--- src/rtl/dac_jesd204_fifo_pkg.sv ---
// ----------------------------------------------------------------------------
// dac_jesd204_fifo_pkg : shared constants for the DAC JESD204 elastic buffer
// Revision: 1.0
// ----------------------------------------------------------------------------
`default_nettype none

package dac_jesd204_fifo_pkg;

  localparam logic [1:0] c_ST_IDLE    = 2'd0;
  localparam logic [1:0] c_ST_PREFILL = 2'd1;
  localparam logic [1:0] c_ST_RUN     = 2'd2;
  localparam logic [1:0] c_ST_FLUSH   = 2'd3;

  localparam int c_UNF_CNT_W = 16;

  function automatic int calc_dw(input int num_lanes);
    return num_lanes * 32;
  endfunction

endpackage

`default_nettype wire

--- src/rtl/dac_jesd204_fifo_mem.sv ---
// ----------------------------------------------------------------------------
// dac_jesd204_fifo_mem : simple dual-port RAM, one write port, registered read
// Revision: 1.0
// ----------------------------------------------------------------------------
`default_nettype none

module dac_jesd204_fifo_mem #(
  parameter int DW         = 128,
  parameter int ADDR_WIDTH = 5
) (
  input  logic                  i_clk,
  input  logic                  i_wr_en,
  input  logic [ADDR_WIDTH-1:0] i_wr_addr,
  input  logic [DW-1:0]         i_wr_data,
  input  logic                  i_rd_en,
  input  logic [ADDR_WIDTH-1:0] i_rd_addr,
  output logic [DW-1:0]         o_rd_data
);

  localparam int c_DEPTH = 2 ** ADDR_WIDTH;

  logic [DW-1:0] r_mem [0:c_DEPTH-1];
  logic [DW-1:0] r_rd_data;

  // Read register only loads on a pop so the last word is held between reads.
  always_ff @(posedge i_clk) begin
    if (i_wr_en) begin
      r_mem[i_wr_addr] <= i_wr_data;
    end
    if (i_rd_en) begin
      r_rd_data <= r_mem[i_rd_addr];
    end
  end

  assign o_rd_data = r_rd_data;

endmodule

`default_nettype wire

--- src/rtl/dac_jesd204_fifo.sv ---
// ----------------------------------------------------------------------------
// dac_jesd204_fifo : DMA-to-DAC elastic buffer with prefill and underflow count
// Revision: 1.0
// ----------------------------------------------------------------------------
`default_nettype none

module dac_jesd204_fifo
  import dac_jesd204_fifo_pkg::*;
#(
  parameter  int NUM_LANES      = 4,
  parameter  int NUM_CHANNELS   = 2,
  parameter  int ADDR_WIDTH     = 5,
  parameter  int FILL_THRESHOLD = 16,
  localparam int DW             = calc_dw(NUM_LANES)
) (
  input  logic                    dac_clk,
  input  logic                    dac_rstn,
  input  logic                    s_axis_valid,
  output logic                    s_axis_ready,
  input  logic [DW-1:0]           s_axis_data,
  input  logic                    s_axis_last,
  input  logic [NUM_CHANNELS-1:0] dac_enable,
  input  logic [NUM_CHANNELS-1:0] dac_valid,
  output logic [DW-1:0]           dac_ddata,
  output logic                    dac_dunf,
  output logic [ADDR_WIDTH:0]     fifo_level,
  output logic [c_UNF_CNT_W-1:0]  underflow_count,
  input  logic                    count_clear
);

  localparam logic [ADDR_WIDTH:0] c_FULL_LVL = (ADDR_WIDTH+1)'(2 ** ADDR_WIDTH);
  localparam logic [ADDR_WIDTH:0] c_THR      = (ADDR_WIDTH+1)'(FILL_THRESHOLD);

  logic [1:0]             r_state;
  logic [1:0]             w_state_nxt;
  logic [ADDR_WIDTH:0]    r_wptr;
  logic [ADDR_WIDTH:0]    r_rptr;
  logic [ADDR_WIDTH:0]    w_level;
  logic [ADDR_WIDTH:0]    w_level_nxt;
  logic                   r_ready;
  logic                   r_zero;
  logic                   r_dunf;
  logic [c_UNF_CNT_W-1:0] r_ucnt;
  logic                   w_armed;
  logic                   w_rd_req;
  logic                   w_wr;
  logic                   w_empty;
  logic                   w_pop;
  logic                   w_unf;
  logic [DW-1:0]          w_mem_q;

  assign w_armed  = |dac_enable;
  assign w_rd_req = |(dac_valid & dac_enable);
  assign w_wr     = s_axis_valid & r_ready;
  assign w_level  = r_wptr - r_rptr;
  assign w_empty  = (w_level == '0);
  assign w_pop    = (r_state == c_ST_RUN) & w_rd_req & ~w_empty;
  assign w_unf    = (r_state == c_ST_RUN) & w_rd_req & w_empty;

  always_comb begin
    w_state_nxt = r_state;
    case (r_state)
      c_ST_IDLE: begin
        if (w_armed) w_state_nxt = c_ST_PREFILL;
      end
      c_ST_PREFILL: begin
        if (!w_armed) begin
          w_state_nxt = c_ST_FLUSH;
        end else if ((w_level >= c_THR) || (w_wr && s_axis_last)) begin
          w_state_nxt = c_ST_RUN;
        end
      end
      c_ST_RUN: begin
        if (!w_armed) w_state_nxt = c_ST_FLUSH;
      end
      default: w_state_nxt = c_ST_IDLE;
    endcase
  end

  // Ready is registered from the next level, so it never stays high into a full cycle.
  always_comb begin
    if (r_state == c_ST_FLUSH) begin
      w_level_nxt = '0;
    end else begin
      w_level_nxt = w_level + (ADDR_WIDTH+1)'(w_wr) - (ADDR_WIDTH+1)'(w_pop);
    end
  end

  always_ff @(posedge dac_clk or negedge dac_rstn) begin
    if (!dac_rstn) begin
      r_state <= c_ST_IDLE;
      r_wptr  <= '0;
      r_rptr  <= '0;
      r_ready <= 1'b0;
      r_zero  <= 1'b1;
      r_dunf  <= 1'b0;
      r_ucnt  <= '0;
    end else begin
      r_state <= w_state_nxt;
      if (r_state == c_ST_FLUSH) begin
        r_wptr <= '0;
        r_rptr <= '0;
      end else begin
        if (w_wr)  r_wptr <= r_wptr + 1'b1;
        if (w_pop) r_rptr <= r_rptr + 1'b1;
      end
      r_ready <= ((w_state_nxt == c_ST_PREFILL) || (w_state_nxt == c_ST_RUN)) &&
                 (w_level_nxt != c_FULL_LVL);
      r_dunf  <= w_unf;
      // r_zero masks the RAM read register whenever the output must read as zero.
      if ((r_state == c_ST_FLUSH) || (r_state == c_ST_PREFILL) || w_unf) begin
        r_zero <= 1'b1;
      end else if (w_pop) begin
        r_zero <= 1'b0;
      end
      if (count_clear) begin
        r_ucnt <= '0;
      end else if (w_unf && (r_ucnt != '1)) begin
        r_ucnt <= r_ucnt + c_UNF_CNT_W'(1);
      end
    end
  end

  dac_jesd204_fifo_mem #(
    .DW         (DW),
    .ADDR_WIDTH (ADDR_WIDTH)
  ) u_mem (
    .i_clk     (dac_clk),
    .i_wr_en   (w_wr),
    .i_wr_addr (r_wptr[ADDR_WIDTH-1:0]),
    .i_wr_data (s_axis_data),
    .i_rd_en   (w_pop),
    .i_rd_addr (r_rptr[ADDR_WIDTH-1:0]),
    .o_rd_data (w_mem_q)
  );

  assign s_axis_ready    = r_ready;
  assign dac_ddata       = r_zero ? '0 : w_mem_q;
  assign dac_dunf        = r_dunf;
  assign fifo_level      = w_level;
  assign underflow_count = r_ucnt;

endmodule

`default_nettype wire

--- config.mk ---
export PLATFORM = sky130hd
export DESIGN_NAME = dac_jesd204_fifo
export DESIGN_NICKNAME = d
export VERILOG_FILES = /design/src/rtl/dac_jesd204_fifo_pkg.sv /design/src/rtl/dac_jesd204_fifo_mem.sv /design/src/rtl/dac_jesd204_fifo.sv
export SDC_FILE = /design/constraint.sdc
export NUM_CORES = 2
export LEC_CHECK = 0
export ABC_CLOCK_PERIOD_IN_PS = 9000
export CAP_MARGIN = 0
export CELL_PAD_IN_SITES_DETAIL_PLACEMENT = 2
export CELL_PAD_IN_SITES_GLOBAL_PLACEMENT = 2
export CORE_ASPECT_RATIO = 1.4
export CORE_MARGIN = 4
export CORE_UTILIZATION = 46
export CTS_CLUSTER_SIZE = 20
export DETAILED_ROUTE_END_ITERATION = 10
export PLACE_DENSITY = 0.73
export SLEW_MARGIN = 15
export SYNTH_ARGS = -nofsm -noshare
export SYNTH_HDL_FRONTEND = slang
export SYNTH_HIERARCHICAL = 1
export SYNTH_SLANG_ARGS = --single-unit
--- constraint.sdc ---
create_clock -name dac_clk -period 9 [get_ports dac_clk]
set_clock_uncertainty 0.2 [all_clocks]
set_input_delay 2.7 -clock dac_clk [delete_from_list [all_inputs] [get_ports dac_clk]]
set_output_delay 2.7 -clock dac_clk [all_outputs]
set_load 0.01 [all_outputs]
==> results of run 1 <==
==> metrics by stage <==
stage / cells / util [%] / worst slack (ns) / cell area, sq um
2_1_floorplan: 6823 / - / -0.713 / 160000
3_3_place_gp: 11542 / 48.9 / 2.48 / 169000
3_5_place_dp: 11542 / 48.9 / 2.15 / 169000
==> Yosys cell counts, types with 4 or more instances <==
cell      number  area share [%]
nand4_1       24           0.094
clkbuf_1     125            0.29
edfxtp_1    4224              79
dfrtp_1       32            0.50
xor2_1         7           0.038
inv_1         21           0.049
buf_2         95            0.30
and3_1         7           0.027
nor2_1        60            0.14
mux2i_1      139            0.87
xnor2_1        6           0.033
or4_1          4           0.019
nand3_1       44            0.14
nor2b_1      138            0.54
nand2_1       18           0.042
buf_4         67            0.32
nor4_1       116            0.45
a22oi_1      102            0.48
ha_1          17            0.13
or3_1          4           0.016
nand3b_1       7           0.033
or3b_2         4           0.022
o21ai_0        7           0.022
buf_6         31            0.22
mux4_2       956              13
o22ai_1      444             1.7
clkbuf_4       9           0.042
mux2_2         5           0.035
nor3_1         4           0.013
buf_1         44            0.10
a21oi_1        9           0.028
==> cells by family after synthesis <==
family / after synthesis
multiplexers: 1102
adder cells (fa/ha/maj): 19
AND/OR/NAND/NOR: 451
AO/OA/AOI/OAI: 588
XOR/XNOR: 13
flip-flops: 4257
buffers and inverters: 393
==> impl_metrics.json, run 1 <==
{
  "synth_mux_area_share_pct": 14.4,
  "gp_congestion": 0.752,
  "cts_sinks": 4257,
  "htree_levels": 5,
  "synth_top_family_by_area": "multiplexers",
  "yosys_most_used_dff": "edfxtp_1",
  "initial_core_util_pct": 46.3,
  "stop_stage": "clock tree synthesis",
  "seq_area_frac_synth_pct": 80.0,
  "yosys.area_share.adder_pct": 0.158,
  "yosys.area_share.simple_pct": 1.65,
  "outcome": "aborted with a tool error",
  "avgSynthCellArea_sq_um": 23.4,
  "cts_setup_buffers": 0,
  "io_pins": 289,
  "hold_buffers": 0,
  "syn-instance-count": 6823,
  "ctsResizeCount": 0,
  "synthArstFlopShare_pct": 0.775,
  "cts_root_buf": "clkbuf_16",
  "clock_path_buffers": 4,
  "numPortBuffers": 288,
  "synth_compound_area_share_pct": 2.41,
  "ys_seq_elements": 4257,
  "syn_area_sq_um": 160000,
  "synthXorXnorAreaFrac_pct": 0.0713,
  "synth_edf_count": 4224,
  "error": "[ERROR DPL-0033] detailed placement checks failed during check placement.",
  "die_h_microns": 705,
  "core.rowCount": 255,
  "die_w_microns": 506,
  "synth_nets": 6979,
  "synth.distinct_cells": 66,
  "cts_made_buffers": 413,
  "yosys_warnings": 6,
  "dp_hpwl_microns": 311000
}
==> run 2: changes to the inputs <==
==> config.mk (replaced) <==
export PLATFORM = sky130hd
export DESIGN_NAME = dac_jesd204_fifo
export DESIGN_NICKNAME = d
export VERILOG_FILES = /design/src/rtl/dac_jesd204_fifo_pkg.sv /design/src/rtl/dac_jesd204_fifo_mem.sv /design/src/rtl/dac_jesd204_fifo.sv
export SDC_FILE = /design/constraint.sdc
export NUM_CORES = 2
export LEC_CHECK = 0
export ABC_CLOCK_PERIOD_IN_PS = 11700
export CAP_MARGIN = 0
export CORE_MARGIN = 4
export CORE_UTILIZATION = 35
export DETAILED_ROUTE_END_ITERATION = 10
export PLACE_DENSITY_LB_ADDON = 0.15
export SLEW_MARGIN = 15
export SYNTH_ARGS = -nofsm -noshare
export SYNTH_HDL_FRONTEND = slang
export SYNTH_HIERARCHICAL = 1
export SYNTH_SLANG_ARGS = --single-unit
==> constraint.sdc (replaced) <==
create_clock -name dac_clk -period 11.7 [get_ports dac_clk]
set_clock_uncertainty 0.2 [all_clocks]
set_input_delay 3.51 -clock dac_clk [delete_from_list [all_inputs] [get_ports dac_clk]]
set_output_delay 3.51 -clock dac_clk [all_outputs]
set_load 0.01 [all_outputs]
==> impl_metrics.json, run 2 <==
{
  "period_minus_slack_ns": 7.38,
  "layout.nets": 7574,
  "dp_hpwl_microns": 244000,
  "grt_util_all_layers_pct": 19.1,
  "insertion_delay_ns": 0.97,
  "fmax_mhz": 135,
  "tns_ns": 0,
  "grt.overflow.total": 0,
  "grt_max_degree": 124,
  "yosys_warnings": 6,
  "avgSynthCellArea_sq_um": 23.4,
  "final_common_cell": "edfxtp_1",
  "cts_setup_buffers": 0,
  "numPortBuffers": 288,
  "grt_pass1_wl_microns": 633000,
  "ys_seq_elements": 4257,
  "synthTopCellsByArea": "edfxtp_1 (79%), mux4_2 (13%), o22ai_1 (1.7%)",
  "crit_required_ns": 7.99,
  "core-area_sq_um": 453000,
  "fin_crit_sh_pct": 63.1,
  "cts_made_buffers": 445,
  "layout_common_cells": "edfxtp_1 (4224), mux4_2 (956), clkbuf_16 (451)",
  "synth_nets": 6979,
  "clkTransAtPathRegs_ns": 0.06,
  "clock_path_buffers": 4,
  "synthArstFlopShare_pct": 0.775,
  "start_kind": "register",
  "vias": 76394,
  "drt_wl_total_microns": 456000,
  "synth_edf_count": 4224,
  "vdd_drop_max_mv": 0.150,
  "drcViolationCount": 0,
  "worst_pin_slew_ns": 1.29,
  "rsz0062_at_grt": "no",
  "crit_path_end_kind": "output port",
  "syn_to_final_growth_pct": 15.8,
  "htree_levels": 5,
  "hold_buffers": 0,
  "cts_root_buf": "clkbuf_16",
  "cp_max_fo": 40,
  "initial_core_util_pct": 35.2,
  "cts_sinks": 4257,
  "top_register": "u_mem/r_mem",
  "outcome": "completed",
  "hold_class": "register to register",
  "syn_area_sq_um": 160000,
  "vias_per_cell": 5.54,
  "postRouteAntennaNets": 0,
  "dieArea_sq_um": 467000,
  "grt_pass1_vias": 78347,
  "antenna_found_initial": 47,
  "timing_worst_setup_path_type": "register to output port",
  "synth.distinct_cells": 66,
  "io_pins": 289,
  "drt_pass1_iterations": 8,
  "die_h_microns": 683,
  "cap_violations": 0,
  "setup_viol": 0,
  "drt_iter0_markers": 7578,
  "hold_viol_final": 0,
  "slew_headroom_pct": 14.1,
  "gp_congestion": 0.740,
  "yosysMostFrequentCell": "edfxtp_1",
  "yosysTopAreaCell": "edfxtp_1",
  "seq_area_frac_synth_pct": 80.0,
  "layout-drive-gt1-share_pct": 24.8,
  "worstPathArrival_ns": 3.67,
  "ctsResizeCount": 0,
  "cts_tree": "yes",
  "slew_violations": 0,
  "yosys_most_used_dff": "edfxtp_1",
  "core.rowCount": 247,
  "power.total_mw": 36.5,
  "die_w_microns": 683,
  "synth_top_area_share_pct": 79.5,
  "whs_ns": 0.359,
  "power_density_nw_per_um2": 198,
  "p_leak_nw": 55.1,
  "largest_reg_flops": 4096,
  "syn-instance-count": 6823,
  "routedWlPerCell_microns": 33.1,
  "synthTopCellsByCount": "edfxtp_1 (4224), mux4_2 (956), o22ai_1 (444)"
}
run 2: final timing paths:
kind | from | endpoint | slack, ns | cells after the start
min | underflow_count[7]$_DFFE_PN0P_ | underflow_count[7]$_DFFE_PN0P_ | 0.36 | 1
min in group asynchronous | dac_rstn | dac_dunf$_DFF_PN0_ | 2.76 | 2
max in group asynchronous | dac_rstn | r_rptr[0]$_DFFE_PN0P_ | 8.16 | 2
max reg2reg | r_rptr[0]$_DFFE_PN0P_ | u_mem/o_rd_data[2]$_DFFE_PP_ | 5.06 | 9
max | r_rptr[2]$_DFFE_PN0P_ | fifo_level[4] | 4.32 | 7
min reg2reg | underflow_count[7]$_DFFE_PN0P_ | underflow_count[7]$_DFFE_PN0P_ | 0.36 | 1
run 2: layer usage:
layer	vias up	track usage (%)	part of all wire, %
met4	8	4.28	2.2
li1	30733	-	-
met2	2575	31.0	48
met3	543	3.09	5.9
met5	-	0	0.011
met1	42535	27.1	43
run 2: through the flow:
stage | utilization (%) | instance area (sq um) | setup slack, ns | instances
2_1_floorplan | - | 160000 | 0.556 | 6823
3_3_place_gp | 37.6 | 170000 | 3.79 | 12941
3_5_place_dp | 37.6 | 170000 | 3.79 | 12945
4_1_cts | 40.8 | 185000 | 4.20 | 13761
5_1_grt | 40.7 | 185000 | 4.13 | 13775
6_report | 40.8 | 185000 | 4.32 | 13792
run 2: kinds of logic after synthesis:
logic type,Yosys count,share of synthesized area (%)
AO/OA/AOI/OAI,588,2.41
XOR/XNOR,13,0.0713
adder cells (fa/ha/maj),19,0.158
flip-flops,4257,80.0
AND/OR/NAND/NOR,451,1.65
buffers and inverters,393,1.32
multiplexers,1102,14.4
run 2: layout make-up:
cell class | instances | area [sq um]
Clock buffer | 537 | 11600
Antenna cell | 29 | 72.6
Tap cell | 5976 | 7480
Clock inverter | 279 | 2720
Timing Repair Buffer | 519 | 4870
Multi-Input combinational cell | 2173 | 30300
Sequential cell | 4257 | 128000
Fill cell | 39352 | 269000
Inverter | 22 | 82.6
run 2: critical path, stage by stage, from the launching register on:
cell and delay [ns]:
dfrtp_4 0.89, inv_1 0.15, ha_1 0.36, a21o_1 0.18, a21oi_1 0.18, xor2_1 0.30
inv_1 0.12, clkdlybuf4s50_1 0.51
run 2: power breakdown:
| part | leakage, nW | switching [mW] | internal [mW] | total [mW] |
|---|---|---|---|---|
| clock network | 7.02 | 5.88 | 8.08 | 14.0 |
| logic | 9.66 | 2.95 | 2.04 | 4.99 |
| registers | 38.5 | 0.208 | 17.4 | 17.6 |
Power figures use the tool's default switching activity.
